### src/rtl/alu_share_arbiter.sv
// Two-requester arbiter sharing one combinational ALU: IDLE -> EXEC -> RESP, one operation in flight.
// Build option: define ALU_ARB_FIXED_PRIO_EN for fixed priority (requester 0 wins ties).
module alu_share_arbiter #(
   parameter int unsigned WIDTH = 32
) (
   input  logic             clk,
   input  logic             reset,
   input  logic [1:0]       req_valid,
   output logic [1:0]       req_ready,
   input  logic [WIDTH-1:0] req0_srcA,
   input  logic [WIDTH-1:0] req0_srcB,
   input  logic [2:0]       req0_ctrl,
   input  logic [WIDTH-1:0] req1_srcA,
   input  logic [WIDTH-1:0] req1_srcB,
   input  logic [2:0]       req1_ctrl,
   output logic [WIDTH-1:0] alu_srcA,
   output logic [WIDTH-1:0] alu_srcB,
   output logic [2:0]       alu_ctrl,
   input  logic [WIDTH-1:0] alu_result,
   input  logic             alu_zero,
   output logic [1:0]       rsp_valid,
   input  logic [1:0]       rsp_ready,
   output logic [WIDTH-1:0] rsp_result,
   output logic             rsp_zero,
   output logic             busy
);

   typedef enum logic [1:0] {IDLE, EXEC, RESP} state_t;

   state_t state;
   logic   gid;
   logic   accept;
   logic   sel1;
   logic [1:0] grant;

`ifndef ALU_ARB_FIXED_PRIO_EN
   logic   last;
`endif

   // Grant policy: a lone requester always wins; ties resolved by policy.
   always_comb begin
      grant = 2'b00;
`ifdef ALU_ARB_FIXED_PRIO_EN
      if (req_valid[0])      grant = 2'b01;
      else if (req_valid[1]) grant = 2'b10;
`else
      if (&req_valid) grant = last ? 2'b01 : 2'b10;
      else            grant = req_valid;
`endif
   end

   assign req_ready = (state == IDLE && !reset) ? grant : 2'b00;
   assign accept    = |req_ready;
   assign sel1      = req_ready[1];

   always_ff @(posedge clk) begin
      if (reset) begin
         state      <= IDLE;
         gid        <= 1'b0;
         alu_srcA   <= '0;
         alu_srcB   <= '0;
         alu_ctrl   <= 3'b000;
         rsp_valid  <= 2'b00;
         rsp_result <= '0;
         rsp_zero   <= 1'b0;
         busy       <= 1'b0;
`ifndef ALU_ARB_FIXED_PRIO_EN
         last       <= 1'b1;
`endif
      end else begin
         case (state)
            IDLE: begin
               if (accept) begin
                  gid      <= sel1;
                  alu_srcA <= sel1 ? req1_srcA : req0_srcA;
                  alu_srcB <= sel1 ? req1_srcB : req0_srcB;
                  alu_ctrl <= sel1 ? req1_ctrl : req0_ctrl;
                  state    <= EXEC;
                  busy     <= 1'b1;
`ifndef ALU_ARB_FIXED_PRIO_EN
                  last     <= sel1;
`endif
               end
            end
            EXEC: begin
               rsp_result <= alu_result;
               rsp_zero   <= alu_zero;
               rsp_valid  <= gid ? 2'b10 : 2'b01;
               state      <= RESP;
            end
            RESP: begin
               // Only the granted requester's ready bit releases the response.
               if (rsp_ready[gid]) begin
                  rsp_valid <= 2'b00;
                  state     <= IDLE;
                  busy      <= 1'b0;
               end
            end
            default: begin
               state     <= IDLE;
               rsp_valid <= 2'b00;
               busy      <= 1'b0;
            end
         endcase
      end
   end

endmodule

### config.mk
export PLATFORM = sky130hd
export DESIGN_NAME = alu_share_arbiter
export DESIGN_NICKNAME = d
export VERILOG_FILES = /design/src/rtl/alu_share_arbiter.sv
export SDC_FILE = /design/constraint.sdc
export NUM_CORES = 1
export LEC_CHECK = 0
export ABC_CLOCK_PERIOD_IN_PS = 1800
export CAP_MARGIN = 10
export CORE_MARGIN = 2
export CORE_UTILIZATION = 34
export DETAILED_ROUTE_END_ITERATION = 8
export GPL_ROUTABILITY_DRIVEN = 1
export PLACE_DENSITY = 0.77
export SKIP_LAST_GASP = 1
export SYNTH_ARGS = -nofsm -noshare
export SYNTH_HDL_FRONTEND = slang
export SYNTH_SLANG_ARGS = --single-unit
### constraint.sdc
create_clock -name clk -period 1.8 [get_ports clk]
set_input_delay 0.45 -clock clk [delete_from_list [all_inputs] [get_ports clk]]
set_output_delay 0.45 -clock clk [all_outputs]
set_load 0.02 [all_outputs]
-- After elaboration in Yosys (flattened, before gate mapping)
Cells that the tools add are included.
- output and inout port bits: 105
- flip-flop bits (word level): 107
- input bits: 173
- magnitude comparators: 1
- muxes and demuxes: 16
- reductions and logical operators: 9
- bitwise gates (word level): 2
- equality and inequality tests: 4
- operators by type and width (operator ; count):
    $mux W32 ; 2
    $mux W2 ; 6
    $pmux W2 S3 ; 2
    $reduce_and A2 Y1 ; 4
    $mux W1 ; 4
    $ne A2 B2 Y1 const B ; 2
    $mux W3 ; 1
    $pmux W1 S3 ; 1
    $reduce_and A3 Y1 ; 1
    $eq A2 B1 Y1 const B ; 1
    $eq A2 B2 Y1 const B ; 1
    $logic_not A2 Y1 ; 1
    $lt A1 B2 Y1 const B ; 1
    $not A1 Y1 ; 2
    $reduce_or A2 Y1 ; 1
    $logic_and A1 B1 Y1 ; 1
    $logic_not A1 Y1 ; 1

-- Logic depth before layout (Yosys ltp)
- depth after elaboration: 6
- mapped depth: 7
- depth with buffers taken out: 3

-- Least setup slack after synthesis
OpenSTA, ideal clock, no wires.
- path type: input-to-output
- from: in reset
- to: out req_ready[0]
- path buffers: 3
- required time: 1350 ps
- setup slack: -224 ps
- stages on the path: 5
- arrival time: 1574 ps
- cell sequence: buf_2 or3_1 buf_2 buf_2 a211oi_2
- longest elaborated chain between the ends: 3
- ends and longest elaborated chain (element ; line ; RTL):
    start: declaration ; 7 ; input logic reset,
    $logic_not A1 Y1 ; 52 ; assign req_ready = (state == IDLE && !reset) ? grant : 2'b00;
    $logic_and A1 B1 Y1 ; 52 ;
    $mux W2 ; 52 ;
    end: declaration ; 9 ; output logic [1:0] req_ready,
Every way passes these cells.

-- Final worst setup path
- from: reg state[0]
- to: out req_ready[0]
- longest elaborated chain between the ends: 3
- ends and longest elaborated chain (element ; line ; RTL):
    start: declaration ; 30 ; state_t state;
    start signal: assignment ; 58 ; state <= IDLE;
    start signal: assignment ; 78 ; state <= EXEC;
    start signal: assignment ; 89 ; state <= RESP;
    $logic_not A2 Y1 ; 52 ;
    $logic_and A1 B1 Y1 ; 52 ;
    $mux W2 ; 52 ;
Every way passes these cells.

==> metrics.log <==
[metrics] final standard cell count with taps included and fillers excluded: 1001
[metrics] num rows: 42
[metrics] post-synth net total: 751
[metrics] Die X-Extent: 121.3 um
[metrics] global-route track usage on met3: 4.981%
[metrics] Slew headroom: 24.78%
[metrics] worst-path cell with the longest stage delay: or3_4
[metrics] fmax: 0.5050 GHz
[metrics] y dimension of the die: 121.3 um
[metrics] vias in the first global route: 5165
[metrics] most common cell in the synthesized netlist: dfxtp_1
[metrics] global-route met1 utilization: 26.90%
[metrics] total power divided by cell area: 827.2 nW/um^2
[metrics] TritonCTS clock tree: done
[metrics] via count normalized by instance count: 5.447
[metrics] max-cap viol count: 0
[metrics] Inserted Clock Buffers: 9
[metrics] PnR worst setup slack: -0.1800 ns
[metrics] cell type with the highest aggregate area in the netlist: dfxtp_1
[metrics] share of final-layout standard cells stronger than drive strength 1: 7.030%
[metrics] post-detailed-routing wire length: 17000 um
[metrics] cell area after layout: 8016 um^2
[metrics] Final Slew Violations: 0
[metrics] Area Overhead vs Synth: 71.31%
[metrics] clock period minus final worst setup slack: 1.980 ns
[metrics] number of top-level design ports: 278
[metrics] postcts setup bufs: 0
[metrics] share of the yosys chip area belonging to registers: 45.78%
[metrics] critical path cell sequence: or3_4, a211oi_4, buf_6
[metrics] number of different library cells in the post-synthesis netlist: 30
[metrics] number of iterations in the first detailed-routing pass: 4
[metrics] cell depth of the worst setup path: 3
[metrics] leading cell types by count after synthesis: dfxtp_1, a21oi_1, nand3_1
[metrics] hold_ws: 0.4532 ns
[metrics] clock transition time at the flip-flop clock pins of the worst setup and hold paths: 0.07 ns
[metrics] core outline area: 13350 um^2
[metrics] H-tree lvl count: 3
[metrics] FF-to-FF setup slack: 0.11 ns
[metrics] number of antenna violations at the first check in global routing: 0
[metrics] # hold bufs at CTS: 0
[metrics] die footprint: 14720 um^2
[metrics] violations in the final reports: negative setup slack
[metrics] most used flip-flop cell after synthesis: dfxtp_1
[metrics] dominant cells by area after synthesis: dfxtp_1, a311oi_1, a21oi_1
[metrics] area after detailed placement: 7681 um^2
[metrics] Power Total: 6.631 mW
[metrics] Worst setup SP type: flip-flop
[metrics] average wire per standard cell: 16.99 um
[metrics] required time at the endpoint of the critical path: 1.35 ns
[metrics] worst voltage drop across the vdd grid: 600.9 uV
[metrics] RSZ-0062 raised after global routing: true
[metrics] crit-path leading delay family: simple AND/OR/NAND/NOR gates
[metrics] sum of net half-perimeters after detailed placement: 11910 um
[metrics] pin slew with the least headroom to its limit: 1.128 ns
[metrics] Initial Util: 35.06%
[metrics] startpoint-to-endpoint class of the critical path: reg2out
[metrics] number of flops mapped to enable cells by yosys: 0
[metrics] worst setup path endpoint: req_ready[0]
[metrics] final design utilization: 60.06%
[metrics] gp weighted congestion: 0.8089
[metrics] Initial DRC Count: 354
[metrics] endpoints failing setup: 2
[metrics] Worst Path Arrival: 1.53 ns
[metrics] Most Crowded Layer GR: met2
[metrics] kind of end point of the critical path: output port
[metrics] Crit path buffers/inverters: 1
[metrics] GRT Util Overall: 21.95%
[metrics] cell count after placement: 988
[metrics] Yosys top cell area share: 45.78%
[metrics] Post-route DRC: 0
[metrics] period utilisation layout: 110.0%
[metrics] clock sink count: 107
[metrics] Final Hold Violating Endpoints: 0
[metrics] Syn Std Cell Area: 4679 um^2
[metrics] beginning of the worst register-to-register path: state[1]$_SDFFE_PP0P_
[metrics] worst skew pair latency: 0.33 ns
[metrics] Overflow after GRT: 0
[metrics] number of instances in the synthesized netlist: 578
[metrics] Yosys warning count: 0
[metrics] pre-CTS setup slack: -0.7353 ns
[metrics] first-pass GRT wire length: 26050 um
[metrics] count of port buffers added during placement: 277
[metrics] root buffer selected by CTS: clkbuf_16
[metrics] R2R Path End: alu_srcB[15]$_SDFFE_PP0P_
[metrics] outcome: finished, violations left
[metrics] average cell area after synthesis: 8.096 um^2
[metrics] largest net degree at the start of global routing: 107
[metrics] cell leakage power: 2.792 nW
[metrics] number of diodes added for antenna fixing: 0
[metrics] post-route setup TNS: -0.3063 ns
[metrics] asr flop ratio synth: 0%
[metrics] Longest Clk Path Bufs: 2
[metrics] number of nets in the final layout: 996
[metrics] largest fanout on the critical path: 3
[metrics] R2R depth: 5
[metrics] max incr delay on CP: 0.40 ns
[metrics] Hold WC Path Type: reg2reg
[metrics] Synth Register Bits: 107
[metrics] number of routed nets with antenna violations: 0
[metrics] number of vias after detailed routing: 5452
[metrics] Worst Clk Skew: 0.006892 ns
[metrics] worst setup path startpoint: state[0]$_SDFFE_PP0P_
[metrics] GR Util met2: 38.10%
[metrics] Fillers: 1114
-- worst min-delay path, delay by kind of cell (launching register included) --
family	cells	cell delay [ns]
simple gates	1	0.05
compound gates	1	0.05
flops	1	0.31
-- repair_timing --
action                                  in CTS  in global routing
pin swaps                                    2                  1
endpoints found under the setup margin      70                 64
resized for setup                           19                  9
-- state kept, by name, summed over array words and instances, names as in the netlist --
name / cells
rsp_valid: 2
rsp_zero: 1
rsp_result: 32
gid: 1
alu_srcA: 32
alu_srcB: 32
busy: 1
state: 2
last: 1
alu_ctrl: 3
-- worst min-delay path by stage --
stage          slack (ns)                        start  cells after the start                     endpoint
5_1_grt              0.48   rsp_result[2]$_SDFFE_PP0N_                      2   rsp_result[2]$_SDFFE_PP0N_
3_5_place_dp         0.45   rsp_result[2]$_SDFFE_PP0N_                      2   rsp_result[2]$_SDFFE_PP0N_
3_3_place_gp         0.44  rsp_result[17]$_SDFFE_PP0N_                      2  rsp_result[17]$_SDFFE_PP0N_
6_report             0.45   rsp_result[2]$_SDFFE_PP0N_                      2   rsp_result[2]$_SDFFE_PP0N_
4_1_cts              0.45   rsp_result[2]$_SDFFE_PP0N_                      2   rsp_result[2]$_SDFFE_PP0N_
2_1_floorplan        0.49             gid$_SDFFE_PP0P_                      2             gid$_SDFFE_PP0P_
-- layout make-up --
class / count / area, um^2 / area share [%]
clock buffer: 11 / 252.7 / 3.153
sequential: 107 / 2142 / 26.72
inverter: 3 / 11.26 / 0.1405
tap: 176 / 220.2 / 2.747
timing repair buffer: 307 / 3104 / 38.72
multi-input combinational: 395 / 2248 / 28.05
clock inverter: 2 / 37.54 / 0.4682
-- layout by cell type (no fill, tap or decap), types with 2 or more instances in the layout --
master	synthesis	routed
a21oi_1	105	105
a311oi_1	66	65
a311oi_2	1	2
buf_12	0	6
buf_4	1	20
buf_6	3	5
clkbuf_16	0	9
clkbuf_8	0	2
clkdlybuf4s50_1	0	265
dfxtp_1	107	107
dlygate4sd2_1	0	2
dlymetal6s2s_1	0	7
inv_1	3	3
mux2i_1	2	2
nand2_1	67	67
nand2b_1	3	3
nand3_1	69	69
o21ai_0	66	66
o21ai_1	2	2
or2_2	1	2
-- cells by family (layout without fill, tap and decap cells) --
logic type / after synthesis / count (layout) / share of synthesized area [%]
mux: 2 / 2 / 0.4278
simple gates: 147 / 147 / 14.25
buf+inv: 76 / 323 / 7.139
flops: 107 / 107 / 45.78
compound gates: 246 / 246 / 32.41
-- where the power goes --
| group | total (mW) | leakage (nW) | internal [mW] | switching (mW) |
|---|---|---|---|---|
| sequential | 2.69 | 0.880 | 2.58 | 0.113 |
| clock | 1.97 | 0.140 | 1.13 | 0.839 |
| combinational | 1.97 | 1.77 | 0.987 | 0.979 |
| total | 6.63 | 2.79 | 4.70 | 1.93 |
-- metal layers --
| layer | vias up | share of wire (%) |
|---|---|---|
| met5 | - | 0 |
| li1 | 2621 | - |
| met2 | 262 | 49 |
| met4 | 0 | 1.9 |
| met1 | 2547 | 41 |
| met3 | 22 | 8.4 |
Note: power is estimated with default switching activity, not from simulation.
